==> config.mk <==
export PLATFORM = sky130hd
export DESIGN_NAME = muldiv_seq_flat
export DESIGN_NICKNAME = d
export VERILOG_FILES = /design/src/rtl/muldiv_pkg.sv /design/src/rtl/muldiv_seq_if.sv /design/src/rtl/muldiv_seq.sv /design/src/flat_wrapper.sv
export SDC_FILE = /design/constraint.sdc
export NUM_CORES = 1
export LEC_CHECK = 0
export CAP_MARGIN = 20
export CORE_ASPECT_RATIO = 1.75
export CORE_UTILIZATION = 49
export DETAILED_ROUTE_END_ITERATION = 7
export GPL_TIMING_DRIVEN = 0
export PLACE_DENSITY = 0.84
export SYNTH_ARGS = -nofsm -noshare
export SYNTH_HDL_FRONTEND = slang
export SYNTH_SLANG_ARGS = --single-unit
export TNS_END_PERCENT = 10
==> constraint.sdc <==
create_clock -name clk -period 5.1 [get_ports clk]
set_input_delay 1.275 -clock clk [delete_from_list [all_inputs] [get_ports clk]]
set_output_delay 1.275 -clock clk [all_outputs]
set_load 0.01 [all_outputs]
==> src/rtl/muldiv_pkg.sv <==
// Shared constants for the RV32M sequencer: funct3 op codes, ALU function codes,
// FSM state encoding and small op-decode helpers.
package muldiv_pkg;

  localparam int unsigned XLEN  = 32;
  localparam int unsigned CNT_W = 6;

  localparam logic [XLEN-1:0] INT_MIN = {1'b1, {(XLEN-1){1'b0}}};

  localparam logic [2:0] OP_MUL    = 3'b000;
  localparam logic [2:0] OP_MULH   = 3'b001;
  localparam logic [2:0] OP_MULHSU = 3'b010;
  localparam logic [2:0] OP_MULHU  = 3'b011;
  localparam logic [2:0] OP_DIV    = 3'b100;
  localparam logic [2:0] OP_DIVU   = 3'b101;
  localparam logic [2:0] OP_REM    = 3'b110;
  localparam logic [2:0] OP_REMU   = 3'b111;

  localparam logic [3:0] ALU_ADD = 4'b0000;
  localparam logic [3:0] ALU_SUB = 4'b0001;

  localparam logic [2:0] S_IDLE   = 3'd0;
  localparam logic [2:0] S_PREP_A = 3'd1;
  localparam logic [2:0] S_PREP_B = 3'd2;
  localparam logic [2:0] S_LOOP   = 3'd3;
  localparam logic [2:0] S_FIX    = 3'd4;
  localparam logic [2:0] S_DONE   = 3'd5;

  function automatic logic rs1_signed(input logic [2:0] op);
    return (op == OP_MULH) || (op == OP_MULHSU) || (op == OP_DIV) || (op == OP_REM);
  endfunction

  function automatic logic rs2_signed(input logic [2:0] op);
    return (op == OP_MULH) || (op == OP_DIV) || (op == OP_REM);
  endfunction

  function automatic logic is_rem(input logic [2:0] op);
    return (op == OP_REM) || (op == OP_REMU);
  endfunction

  function automatic logic is_mulhi(input logic [2:0] op);
    return (op == OP_MULH) || (op == OP_MULHSU) || (op == OP_MULHU);
  endfunction

endpackage

==> src/rtl/muldiv_seq_if.sv <==
// Execute-stage request/result and shared-ALU port bundle for muldiv_seq.
interface muldiv_seq_if;
  import muldiv_pkg::*;

  logic            start;
  logic            kill;
  logic [2:0]      op;
  logic [XLEN-1:0] rs1;
  logic [XLEN-1:0] rs2;
  logic            busy;
  logic            done;
  logic [XLEN-1:0] result;
  logic            alu_req;
  logic            alu_gnt;
  logic [XLEN-1:0] alu_a;
  logic [XLEN-1:0] alu_b;
  logic [3:0]      alu_fn;
  logic [4:0]      alu_shamt;
  logic [XLEN-1:0] alu_out;
  logic            alu_cf;

  modport master (
    output start, kill, op, rs1, rs2, alu_gnt, alu_out, alu_cf,
    input  busy, done, result, alu_req, alu_a, alu_b, alu_fn, alu_shamt
  );

  modport slave (
    input  start, kill, op, rs1, rs2, alu_gnt, alu_out, alu_cf,
    output busy, done, result, alu_req, alu_a, alu_b, alu_fn, alu_shamt
  );

endinterface

==> src/rtl/muldiv_seq.sv <==
// Multi-cycle RV32M multiply/divide sequencer that borrows the core's shared ALU,
// iterating 32 shift-add / restoring-subtract steps on granted cycles.
module muldiv_seq
  import muldiv_pkg::*;
(
  input logic      clk,
  input logic      rst,
  muldiv_seq_if.slave bus
);

  logic [2:0]       state, state_n;
  logic [2:0]       op_q, op_n;
  logic [XLEN-1:0]  hi, hi_n;       // product high word / partial remainder
  logic [XLEN-1:0]  lo, lo_n;       // multiplier->product low / dividend->quotient
  logic [XLEN-1:0]  dsr, dsr_n;     // multiplicand / divisor magnitude
  logic [CNT_W-1:0] cnt, cnt_n;
  logic             neg_q, neg_n;
  logic [XLEN-1:0]  result_q, result_n;
  logic             done_q, done_n;
  logic             busy_q, busy_n;
  logic             req_q, req_n;

  logic [XLEN-1:0]  alu_a_c, alu_b_c;
  logic [3:0]       alu_fn_c;

  logic             s1, s2;
  logic             div_zero, div_ovf;
  logic [XLEN-1:0]  r_sh, mul_s, hi_neg;
  logic             qbit, mul_c;

  assign s1       = rs1_signed(bus.op) & bus.rs1[XLEN-1];
  assign s2       = rs2_signed(bus.op) & bus.rs2[XLEN-1];
  assign div_zero = bus.op[2] && (bus.rs2 == '0);
  assign div_ovf  = bus.op[2] && !bus.op[0] && (bus.rs1 == INT_MIN) && (bus.rs2 == '1);

  // Restoring divide step: shifted remainder and quotient bit (m | no-borrow)
  assign r_sh = {hi[XLEN-2:0], lo[XLEN-1]};
  assign qbit = hi[XLEN-1] | bus.alu_cf;

  // Shift-add step: conditional accumulate with carry-out
  assign mul_c = lo[0] & bus.alu_cf;
  assign mul_s = lo[0] ? bus.alu_out : hi;

  // High word of a 64-bit negation; carry enters only when the low word is zero
  assign hi_neg = ~hi + XLEN'(lo == '0);

  always_comb begin
    state_n  = state;
    op_n     = op_q;
    hi_n     = hi;
    lo_n     = lo;
    dsr_n    = dsr;
    cnt_n    = cnt;
    neg_n    = neg_q;
    result_n = result_q;
    done_n   = 1'b0;
    alu_a_c  = '0;
    alu_b_c  = '0;
    alu_fn_c = ALU_ADD;

    case (state)
      S_IDLE: begin
        if (bus.start) begin
          op_n  = bus.op;
          lo_n  = bus.rs1;
          dsr_n = bus.rs2;
          hi_n  = '0;
          cnt_n = '0;
          neg_n = is_rem(bus.op) ? s1 : (s1 ^ s2);
          if (div_zero) begin
            result_n = is_rem(bus.op) ? bus.rs1 : '1;
            done_n   = 1'b1;
            state_n  = S_DONE;
          end else if (div_ovf) begin
            result_n = is_rem(bus.op) ? '0 : INT_MIN;
            done_n   = 1'b1;
            state_n  = S_DONE;
          end else begin
            state_n = S_PREP_A;
          end
        end
      end

      S_PREP_A: begin
        alu_fn_c = ALU_SUB;
        alu_b_c  = lo;
        if (bus.alu_gnt) begin
          if (rs1_signed(op_q) && lo[XLEN-1]) lo_n = bus.alu_out;
          state_n = S_PREP_B;
        end
      end

      S_PREP_B: begin
        alu_fn_c = ALU_SUB;
        alu_b_c  = dsr;
        if (bus.alu_gnt) begin
          if (rs2_signed(op_q) && dsr[XLEN-1]) dsr_n = bus.alu_out;
          cnt_n   = '0;
          state_n = S_LOOP;
        end
      end

      S_LOOP: begin
        alu_b_c = dsr;
        if (op_q[2]) begin
          alu_a_c  = r_sh;
          alu_fn_c = ALU_SUB;
        end else begin
          alu_a_c  = hi;
          alu_fn_c = ALU_ADD;
        end
        if (bus.alu_gnt) begin
          if (op_q[2]) begin
            hi_n = qbit ? bus.alu_out : r_sh;
            lo_n = {lo[XLEN-2:0], qbit};
          end else begin
            hi_n = {mul_c, mul_s[XLEN-1:1]};
            lo_n = {mul_s[0], lo[XLEN-1:1]};
          end
          cnt_n = cnt + CNT_W'(1);
          if (cnt == CNT_W'(XLEN - 1)) state_n = S_FIX;
        end
      end

      S_FIX: begin
        alu_fn_c = ALU_SUB;
        alu_b_c  = is_rem(op_q) ? hi : lo;
        if (bus.alu_gnt) begin
          if (is_mulhi(op_q)) result_n = neg_q ? hi_neg : hi;
          else                result_n = neg_q ? bus.alu_out : (is_rem(op_q) ? hi : lo);
          done_n  = 1'b1;
          state_n = S_DONE;
        end
      end

      S_DONE:  state_n = S_IDLE;
      default: state_n = S_IDLE;
    endcase

    // Abort wins over everything, including a same-cycle start or completion
    if (bus.kill) begin
      state_n  = S_IDLE;
      done_n   = 1'b0;
      result_n = result_q;
    end

    busy_n = (state_n != S_IDLE);
    req_n  = (state_n == S_PREP_A) || (state_n == S_PREP_B) ||
             (state_n == S_LOOP)   || (state_n == S_FIX);
  end

  always_ff @(posedge clk or posedge rst) begin
    if (rst) begin
      state    <= S_IDLE;
      op_q     <= '0;
      hi       <= '0;
      lo       <= '0;
      dsr      <= '0;
      cnt      <= '0;
      neg_q    <= 1'b0;
      result_q <= '0;
      done_q   <= 1'b0;
      busy_q   <= 1'b0;
      req_q    <= 1'b0;
    end else begin
      state    <= state_n;
      op_q     <= op_n;
      hi       <= hi_n;
      lo       <= lo_n;
      dsr      <= dsr_n;
      cnt      <= cnt_n;
      neg_q    <= neg_n;
      result_q <= result_n;
      done_q   <= done_n;
      busy_q   <= busy_n;
      req_q    <= req_n;
    end
  end

  assign bus.busy      = busy_q;
  assign bus.done      = done_q;
  assign bus.result    = result_q;
  assign bus.alu_req   = req_q;
  assign bus.alu_a     = alu_a_c;
  assign bus.alu_b     = alu_b_c;
  assign bus.alu_fn    = alu_fn_c;
  assign bus.alu_shamt = '0;

endmodule

==> src/flat_wrapper.sv <==
// flat-port wrapper written by rule: the top's interface ports become plain ports
module muldiv_seq_flat import muldiv_pkg::*;
  (clk, rst, bus_start, bus_kill, bus_op, bus_rs1, bus_rs2, bus_alu_gnt, bus_alu_out, bus_alu_cf, bus_busy, bus_done, bus_result, bus_alu_req, bus_alu_a, bus_alu_b, bus_alu_fn, bus_alu_shamt);
  muldiv_seq_if bus_i ();
  input logic clk;
  input logic rst;
  input wire logic [$bits(bus_i.start)-1:0] bus_start;
  input wire logic [$bits(bus_i.kill)-1:0] bus_kill;
  input wire logic [$bits(bus_i.op)-1:0] bus_op;
  input wire logic [$bits(bus_i.rs1)-1:0] bus_rs1;
  input wire logic [$bits(bus_i.rs2)-1:0] bus_rs2;
  input wire logic [$bits(bus_i.alu_gnt)-1:0] bus_alu_gnt;
  input wire logic [$bits(bus_i.alu_out)-1:0] bus_alu_out;
  input wire logic [$bits(bus_i.alu_cf)-1:0] bus_alu_cf;
  output wire logic [$bits(bus_i.busy)-1:0] bus_busy;
  output wire logic [$bits(bus_i.done)-1:0] bus_done;
  output wire logic [$bits(bus_i.result)-1:0] bus_result;
  output wire logic [$bits(bus_i.alu_req)-1:0] bus_alu_req;
  output wire logic [$bits(bus_i.alu_a)-1:0] bus_alu_a;
  output wire logic [$bits(bus_i.alu_b)-1:0] bus_alu_b;
  output wire logic [$bits(bus_i.alu_fn)-1:0] bus_alu_fn;
  output wire logic [$bits(bus_i.alu_shamt)-1:0] bus_alu_shamt;
  assign bus_i.start = bus_start;
  assign bus_i.kill = bus_kill;
  assign bus_i.op = bus_op;
  assign bus_i.rs1 = bus_rs1;
  assign bus_i.rs2 = bus_rs2;
  assign bus_i.alu_gnt = bus_alu_gnt;
  assign bus_i.alu_out = bus_alu_out;
  assign bus_i.alu_cf = bus_alu_cf;
  assign bus_busy = bus_i.busy;
  assign bus_done = bus_i.done;
  assign bus_result = bus_i.result;
  assign bus_alu_req = bus_i.alu_req;
  assign bus_alu_a = bus_i.alu_a;
  assign bus_alu_b = bus_i.alu_b;
  assign bus_alu_fn = bus_i.alu_fn;
  assign bus_alu_shamt = bus_i.alu_shamt;
  muldiv_seq u_core (.clk(clk), .rst(rst), .bus(bus_i));
endmodule
==> summary.md <==
| Metric | Value |
|---|---|
| Port-buffer cells | `just over 200` |
| Final hold viol count | `0` |
| Kind of start point of the critical path | `flip-flop` |
| Final Net Count | `1738` |
| Clk pin slew, worst setup/hold paths | `~0.070 ns` |
| Req. time, crit path | `~3.8 ns` |
| Max Cap Viol | `0` |
| Most frequent cells in the layout | `clkdlybuf4s50_1 (204), nand2_1 (169), mux2i_1 (156)` |
| Mean area per synthesized cell | `around 8.1 um^2` |
| Post-Syn Instances | `1397` |
| P_leak | `between 5 and 6 nW` |
| First-pass GRT wire length | `about 80000 um` |
| Sw Share | `41.0%` |
| CTS Buf Count | `17` |
| Unrepaired setup endpoints after global routing | `true` |
| Hold path cells | `2` |
| Area of the core | `approximately 23000 um^2` |
| Max clock buf depth | `2` |
| Hold Crit Class | `reg -> reg` |
| DP HPWL | `roughly 42000 um` |
| H-Tree Depth | `4` |
| Design internal power | `0.00254 W` |
| Seq pwr share | `34.6%` |
| CTS Root Buffer Type | `clkbuf_16` |
| Mux cell area share after synthesis | `roughly 18%` |
| Comb power frac | `approximately 37%` |
| Vias | `~13000` |
| I/O pin count | `213` |
| Die W | `117 um` |
| 1st-iter DRT viols | `1533` |
| Final setup viols | `0` |
| Clk pwr share | `28.7%` |
| FFs w/ async S/R, synth | `100%` |
| Vias in the first global route | `about 13000` |
| Post-synthesis xor/xnor area fraction | `between 1.5 and 2%` |
| FF-to-FF path depth | `13` |
| Simple-Gate Fraction of Synth Area | `around 17%` |
| Setup slack at placement | `0.200 ns` |
| Fraction of layout cells with a size suffix above 1 | `roughly 6.8%` |
| Tmin final | `5.08 ns` |
| Final Skew | `between 0.01 and 0.015 ns` |
| Worst-Margin Slew | `just over 1 ns` |
| Adder-cell share of the synthesized area | `less than 1%` |
| Flops & latches, synth | `about 140` |
| VDD IR max | `about 0.27 mV` |
| Post-synth EDFFs | `0` |
| Mapped cell area | `approximately 11000 um^2` |
| Crit-path max FO | `10` |
| DIE AREA | `about 24000 um^2` |
| Psw | `~0.0018 W` |
| GRT Util Overall | `approximately 48%` |
| DRT Pass-1 Iters | `8` |
| Initial core utilization | `between 40% and 50%` |
| Gp weighted congestion | `slightly above 1` |
| Power Density | `approximately 300 nW/um^2` |
| # rows | `73` |
| Commonest non-fill, non-tap cell in the layout | `clkdlybuf4s50_1` |
| Crit. End Element | `output pin` |
| Seq/Total Area, Yosys | `31.9%` |
| Non-filler cells, final | `approximately 1900` |
| CTS tree | `done` |
| Util after Layout | `between 60 and 70%` |
| Crit path kind | `reg -> out` |
| Grt ovf | `0` |
| Worst-skew pair later-pin latency | `between 0.4 and 0.5 ns` |
| Overall Power | `about 0.0043 W` |
| Main combinational cell family by area after synthesis | `compound AO/OA/AOI/OAI gates` |
| Highest clock rate | `just under 200 MHz` |
| Cell variety after synth | `64` |
| Fin crit share | `around 100%` |
| Outcome | `complete, no violations` |
| Synth Area in Compound Gates | `roughly 25%` |
| DRC viols | `0` |
| Relative slew slack | `a little under a third` |
| Final wirelength | `54900 um` |
| Post-route ant nets | `0` |
| Cells after DPL | `1911` |
| Area growth, synth to finish | `27.3%` |
| Final setup margin | `0.0171 ns` |
| Slew Limit Fails | `0` |
| Die height | `between 200 and 250 um` |
| Largest net degree at the start of global routing | `41` |
| Post-synth top flop | `dfrtp_1` |
| Clk sinks | `between 100 and 150` |
| Postcts setup bufs | `0` |
| Worst EP arrival | `3.81 ns` |
| Initial antenna violation count | `3` |
| WL/cell | `28.2 um` |
| Via/cell ratio | `approximately 6.8` |
| YS warnings | `0` |
| Hold-fix buffers, CTS | `0` |
-- metrics by stage --
step / hold WS (ns) / area [um^2] / TNS, ns
after global routing: 0.498 / 14400 / -0.0522
after detailed placement: 0.470 / 13800 / 0
after floorplan: 0.450 / 11300 / 0
after global placement: 0.461 / 13800 / 0
after CTS: 0.485 / 14400 / 0
final: 0.486 / 14400 / 0
-- cells in the mapped netlist (all sizes together), types with 3 or more instances --
library cell / count / area, um^2
o211ai: 18 / 135
nor3: 7 / 35.0
a22o: 35 / 307
inv: 12 / 45.0
or3: 3 / 18.8
buf: 30 / 159
o221ai: 5 / 43.8
mux2: 45 / 507
nand2b: 10 / 62.6
a21oi: 88 / 440
a22oi: 30 / 225
nand3: 17 / 85.1
a211oi: 68 / 510
nor2b: 34 / 213
nand4b: 3 / 26.3
nand4: 9 / 56.3
xor2: 17 / 149
nand2: 171 / 644
o31ai: 4 / 30.0
dfrtp: 144 / 3600
clkbuf: 120 / 450
o311ai: 3 / 26.3
ha: 3 / 37.5
nor4: 29 / 196
or4: 5 / 41.3
and2: 5 / 31.3
nor2: 121 / 454
xnor2: 8 / 70.1
o22ai: 36 / 225
o21ai: 133 / 666
mux2i: 156 / 1560
o41ai: 5 / 58.8
-- path summary, 6_finish.rpt --
kind	slack, ns	from	to
worst max-delay path	0.02	u_core.op_q[2]	bus_alu_fn[0]
worst min-delay path	0.49	u_core.dsr[0]	u_core.dsr[0]
worst max register to register	0.20	u_core.lo[0]	u_core.bus.result[27]
worst min register to register	0.49	u_core.dsr[0]	u_core.dsr[0]
max in group asynchronous	3.04	rst	u_core.lo[29]
min in group asynchronous	1.35	rst	u_core.hi[0]
-- timing repair --
item,4_1_cts,5_1_grt
setup endpoints to repair,0,24
hold endpoints to repair,0,0
gates resized for setup,0,6
-- state kept, by name, summed over array words and instances, names as in the netlist, 3 cells and up --
register	flops
u_core.op_q	3
u_core.cnt	6
u_core.hi	32
u_core.dsr	32
u_core.bus.result	32
u_core.lo	32
u_core.state	3
-- cell families after synthesis --
kind of cell,after synthesis
adder cells (fa/ha/maj),3
AO/OA/AOI/OAI,438
buffers and inverters,162
multiplexers,201
XOR/XNOR,25
AND/OR/NAND/NOR,423
other,1
flip-flops,144
-- routing by layer --
metal / global-route usage (%) / wire length (um) / vias up
met3: 13.2 / 4780 / 390
met2: 73.5 / 25200 / 947
li1: - / - / 5570
met5: 0 / 17 / -
met1: 50.4 / 17800 / 6223
met4: 49.5 / 7110 / 2
-- final cells by class --
type | instances | area (um^2)
Timing Repair Buffer | 207 | 2100
Fill cell | 2061 | 8260
Inverter | 12 | 48.8
Clock buffer | 18 | 439
Tap cell | 300 | 375
Antenna cell | 1 | 2.50
Buffer | 150 | 612
Sequential cell | 144 | 3600
Clock inverter | 14 | 121
Multi-Input combinational cell | 1098 | 7090
-- power groups by stage --
stage | Combinational, W | Sequential [W] | Clock, W
2_1_floorplan | 0.000928 | 0.00143 | 0
3_3_place_gp | 0.00149 | 0.00149 | 0
3_5_place_dp | 0.00152 | 0.00149 | 0
4_1_cts | 0.00152 | 0.00148 | 0.00123
5_1_grt | 0.00168 | 0.00150 | 0.00129
6_report | 0.00158 | 0.00149 | 0.00124
-- critical path: stages, from the launching register on --
cell             delay [ns]
dfrtp_1                0.36
clkbuf_1               0.50
buf_1                  0.84
clkbuf_1               0.62
nor2_1                 0.10
o21ai_0                0.19
o21a_1                 0.18
clkdlybuf4s50_1        0.55
No activity file was read; power rests on OpenSTA's default activity.
